<file path="config.mk">
export PLATFORM = sky130hd
export DESIGN_NAME = hazard_ctrl
export DESIGN_NICKNAME = d
export VERILOG_FILES = /design/src/rtl/pipe_pkg.sv /design/src/rtl/hazard_mdu_seq.sv /design/src/rtl/hazard_ctrl.sv
export SDC_FILE = /design/constraint.sdc
export NUM_CORES = 1
export LEC_CHECK = 0
export CORE_AREA = 2 2 56 58
export CTS_CLUSTER_DIAMETER = 120
export DETAILED_ROUTE_END_ITERATION = 12
export DIE_AREA = 0 0 58 60
export MAX_ROUTING_LAYER = met4
export PLACE_DENSITY = 0.84
export SYNTH_ARGS = -nofsm -noshare
export SYNTH_HDL_FRONTEND = slang
export SYNTH_SLANG_ARGS = --single-unit
</file>
<file path="constraint.sdc">
create_clock -name clk -period 6.4 [get_ports clk]
set_clock_uncertainty 0.15 [all_clocks]
set_input_delay 1.28 -clock clk [delete_from_list [all_inputs] [get_ports clk]]
set_output_delay 1.28 -clock clk [all_outputs]
set_load 0.02 [all_outputs]
</file>
<file path="src/rtl/pipe_pkg.sv">
// Shared pipeline-control types and constants for the hazard controller slice.
package pipe_pkg;

    typedef enum logic {
        IDLE = 1'b0,
        BUSY = 1'b1
    } mdu_state_t;

    localparam int          MDU_LAT_DEF = 4;
    localparam int          PERF_W_DEF  = 16;
    localparam logic [4:0]  REG_ZERO    = 5'd0;

endpackage

</file>
<file path="src/rtl/hazard_mdu_seq.sv">
// Multi-cycle mul/div sequencer: launch pulse, busy FSM and latency counter.
module hazard_mdu_seq
    import pipe_pkg::*;
#(
    parameter int MDU_LAT = MDU_LAT_DEF
) (
    input  logic clk,
    input  logic rst_n,
    input  logic i_mdu_op,
    input  logic i_block,
    output logic o_start,
    output logic o_busy
);

    localparam int CNT_W = $clog2(MDU_LAT);

    mdu_state_t       r_state;
    logic [CNT_W-1:0] r_cnt;
    logic             r_busy;
    logic             w_start;

    // A launch is suppressed by a load-use stall or a wrong-path op.
    assign w_start = rst_n & (r_state == IDLE) & i_mdu_op & ~i_block;

    always_ff @(posedge clk or negedge rst_n) begin
        if (!rst_n) begin
            r_state <= IDLE;
            r_cnt   <= '0;
            r_busy  <= 1'b0;
        end else begin
            case (r_state)
                IDLE: begin
                    if (w_start) begin
                        r_state <= BUSY;
                        r_cnt   <= CNT_W'(MDU_LAT - 1);
                        r_busy  <= 1'b1;
                    end
                end
                BUSY: begin
                    if (r_cnt == '0) begin
                        r_state <= IDLE;
                        r_busy  <= 1'b0;
                    end else begin
                        r_cnt <= r_cnt - 1'b1;
                    end
                end
                default: begin
                    r_state <= IDLE;
                    r_cnt   <= '0;
                    r_busy  <= 1'b0;
                end
            endcase
        end
    end

    assign o_start = w_start;
    assign o_busy  = r_busy;

endmodule

</file>
<file path="src/rtl/hazard_ctrl.sv">
// Pipeline hazard controller: load-use and MDU stalls, branch flushes, stall perf counter.
module hazard_ctrl
    import pipe_pkg::*;
#(
    parameter int MDU_LAT = MDU_LAT_DEF,
    parameter int PERF_W  = PERF_W_DEF
) (
    input  logic              clk,
    input  logic              rst_n,
    input  logic [4:0]        rf_raddr0_ID,
    input  logic [4:0]        rf_raddr1_ID,
    input  logic              rf_ren0_ID,
    input  logic              rf_ren1_ID,
    input  logic              rf_wen_EX,
    input  logic [4:0]        rf_waddr_EX,
    input  logic              mem_ren_EX,
    input  logic              mdu_op_ID,
    input  logic              mdu_rd_ID,
    input  logic              branch_taken_EX,
    input  logic              perf_clr,
    output logic              pc_write,
    output logic              ifid_write,
    output logic              ifid_flush,
    output logic              idex_flush,
    output logic              mdu_start,
    output logic              mdu_busy,
    output logic [PERF_W-1:0] perf_stall_cnt
);

    logic              w_lu;
    logic              w_md;
    logic              w_stall;
    logic              w_busy;
    logic [PERF_W-1:0] r_perf;

    assign w_lu = mem_ren_EX & rf_wen_EX & (rf_waddr_EX != REG_ZERO) &
                  ((rf_ren0_ID & (rf_raddr0_ID == rf_waddr_EX)) |
                   (rf_ren1_ID & (rf_raddr1_ID == rf_waddr_EX)));

    hazard_mdu_seq #(
        .MDU_LAT (MDU_LAT)
    ) u_mdu_seq (
        .clk      (clk),
        .rst_n    (rst_n),
        .i_mdu_op (mdu_op_ID),
        .i_block  (w_lu | branch_taken_EX),
        .o_start  (mdu_start),
        .o_busy   (w_busy)
    );

    assign w_md    = w_busy & (mdu_op_ID | mdu_rd_ID);
    assign w_stall = w_lu | w_md;

    // Taken branch wins: the ID instruction is wrong-path, so flush instead of stall.
    assign pc_write   = ~rst_n | branch_taken_EX | ~w_stall;
    assign ifid_write = ~rst_n | branch_taken_EX | ~w_stall;
    assign ifid_flush = rst_n & branch_taken_EX;
    assign idex_flush = rst_n & (branch_taken_EX | w_stall);
    assign mdu_busy   = w_busy;

    always_ff @(posedge clk or negedge rst_n) begin
        if (!rst_n) begin
            r_perf <= '0;
        end else if (perf_clr) begin
            r_perf <= '0;
        end else if (w_stall & ~branch_taken_EX & (r_perf != '1)) begin
            r_perf <= r_perf + 1'b1;
        end
    end

    assign perf_stall_cnt = r_perf;

endmodule

</file>
==> results.toml <==
[sta]
setup_viol = 0
drv_slew = 0
rsz0062_at_grt = "false"
clock.fmax_mhz = 198.9
maxSlewHeadroom_pct = 47.97
tightest_slew_ns = 0.7780
finalSetupTns_ns = 0
post-route-period-util_pct = 78.54
hold_viol_final = 0
min_period_ns = 5.027

[synthesis]
async_flop_share_pct = 100.0
yosysMostFrequentCell = "dfrtp_1"
synth_area_mm2 = 0.001346
synth_edf_count = 0
yosys.area.top_type = "dfrtp_1"
yosysWarningCount = 0
synth_area_leaders = "dfrtp_1, xnor2_1, a21oi_1"
ys_seq_elements = 20
yosysSeqAreaShare_pct = 37.17
avgSynthCellArea_um2 = 9.349
ys.flop_type = "dfrtp_1"
synth.top_cell.area_share_pct = 37.17
synthCells = 144
synth_nets = 171
synthTopCellsByCount = "dfrtp_1, a21oi_1, nand3_1, nor2_1, xnor2_1"
synth_cell_type_count = 38

[power_and_ir_drop]
pwr-share-seq_pct = 42.8
p_leak_nw = 0.7197
pwr-share-clk_pct = 20.4
p_int_w = 0.0002366
p_sw_w = 0.0001204
vdd_drop_max_mv = 0.1267
pwr_density_cell_mw_per_mm2 = 192.3
switching_share_pct = 33.73
pwr-share-comb_pct = 36.8

[critical_path]
critPathLaunch = "rf_waddr_EX[0]"
worst-r2r-setup-slack_ns = 3.97
critPathRequiredTime_ns = 4.97
path_max_fanout = 21
worst_setup_path_start_kind = "input pin"
path_cells = "clkdlybuf4s50_1 > or3_1 > o311a_1 > a21boi_2 > buf_4 > a21boi_0 > clkdlybuf4s50_1"
worst-r2r-cell-count = 6
crit_top_cell = "clkdlybuf4s50_1"
worstPathArrival_ns = 3.60
cpPeakStageDelay_ns = 0.57
path_class = "input pin to primary output"
crit_slowest_cell = "clkdlybuf4s50_1"
endpoint_kind = "primary output"
crit-reg2reg-launch = "perf_stall_cnt[0]"
rr_endpoint = "perf_stall_cnt[4]"

[worst_hold_path]
holdCritPathClass = "flip-flop to flip-flop"
worstHoldStart = "u_mdu_seq.r_state"
whs_endpoint = "u_mdu_seq.o_busy"
hold_path_depth = 1

[grt]
antenna_found_initial = 0
grt_pass1_wl_um = 5664
grt_pass1_vias = 1257
grt_overflow = 0
grt_use_total_pct = 21.77
grt_max_degree = 23

[run_status]
status = "completed"

[floorplanning]
design.core.area_mm2 = 0.002903
die_h_um = 60
die_w_um = 58
core.rowCount = 20
num_io_pins = 47
die_area_mm2 = 0.003480
start_util_pct = 46.38

[cts]
clkSinkCount = 20
cts.path.max_buffers = 2
clk_latency_ns = 0.30
cts_max_level = 1
cts_hold_buffers = 0
cts_buffers = 3
root_buffer = "clkbuf_4"
cts_resized = 0
clk_pin_slew_ns = 0.11
cts_setup_buffers = 0
cts_tree = "yes"

[placed_design]
gp_congestion = 0.7853
place_inst = 219
dp_hpwl_um = 2590
io_buffer_count = 46
post_dp_cell_area_mm2 = 0.001821

[flow_run]
cap_violations = 0

[final_layout]
fin_area_mm2 = 0.001857
drive_gt1_share_pct = 9.474
post-route-util_pct = 63.97
n_antenna_cell = 0
syn2layout_area_growth_pct = 37.92
nets = 218
stdcell_count = 223

[route]
avgViaCountPerCell = 5.897
ant_nets = 0
drc = 0
wl_per_cell_um = 15.52
drt_wl_total_um = 3462
via_count = 1315
first_iter_violations = 45
drtPass1Iterations = 4
## per-stage QoR
stage          setup slack [ns]  hold WS (ns)  total power [W]
5_1_grt                   1.251        0.3464        0.0003814
3_3_place_gp              1.451        0.3089        0.0002783
3_5_place_dp              1.382        0.3114        0.0002868
2_1_floorplan             2.329        0.2910        0.0002396
4_1_cts                   1.359        0.3282        0.0003599
6_report                  1.373        0.3273        0.0003570
## power by group through the flow
stage / Sequential [W] / Clock [W] / Combinational [W]
floorplan: 0.000158 / 0 / 0.0000813
global placement: 0.000154 / 0 / 0.000124
detailed placement: 0.000156 / 0 / 0.000131
CTS: 0.000153 / 0.0000747 / 0.000132
global route: 0.000155 / 0.0000794 / 0.000147
finish: 0.000153 / 0.0000728 / 0.000131
## sequential cells by signal, indices dropped and copies added (netlist names)
register and flops:
perf_stall_cnt 16, u_mdu_seq.r_cnt 2, u_mdu_seq.o_busy 1, u_mdu_seq.r_state 1
## final cells by class
cell class	instances	area (um^2)
clock buffers	4	36.28
fillers	243	1046
inverters	4	15.01
multi-input cells	114	788.3
flip-flops and latches	20	500.5
well taps	33	41.29
repair buffers	48	475.5
## routing by layer
layer | part of all wire (%) | up-vias | routed length, um | GRT usage (%)
met5 | 0 | - | 0 | -
met4 | 0.66 | 0 | 23 | 5.980
met3 | 8.0 | 4 | 276 | 2.814
met2 | 51 | 60 | 1763 | 38.80
met1 | 40 | 627 | 1398 | 25.89
li1 | - | 624 | - | -
## critical path, delay by kind of cell
kind,cells,cell delay [ns]
compound gates,3,0.64
buf+inv,3,1.27
simple gates,1,0.40
## cell usage in the layout, fill, tap and decap left out, types with 2 or more instances in the layout
cell type,netlist,routed
clkdlybuf4s50_1,0,46
dfrtp_1,20,20
a21oi_1,11,11
xnor2_1,10,10
nand3_1,10,10
nor2_1,10,10
nand4_1,7,7
nor2b_1,7,7
nand2_1,6,6
o31ai_1,6,6
or4_1,6,6
inv_1,4,4
o21ai_0,4,4
and2_1,4,4
mux2_2,4,4
nand2b_1,3,3
and3_1,3,3
clkbuf_4,0,3
or3_1,2,2
and4_1,2,2
nor4_2,2,2
mux2_4,2,2
ha_1,2,2
buf_4,1,2
## how the worst max path moves through the flow
stage                  to  slack, ns
6_report       idex_flush       1.37
5_1_grt        idex_flush       1.25
4_1_cts        idex_flush       1.36
2_1_floorplan  idex_flush       2.33
3_3_place_gp   idex_flush       1.45
3_5_place_dp   idex_flush       1.38
## kinds of logic (layout without fill, tap and decap cells)
family	Yosys count	in the layout	synth area share (%)
buffers and inverters	10	56	4.275
muxes	7	7	6.320
adders and majority gates	2	2	1.858
xor gates and xnor gates	10	10	6.505
DFF	20	20	37.17
AOI/OAI and AO/OA	29	29	14.78
and+or+nand+nor	66	66	29.09
(Power assumes the default switching activity.)
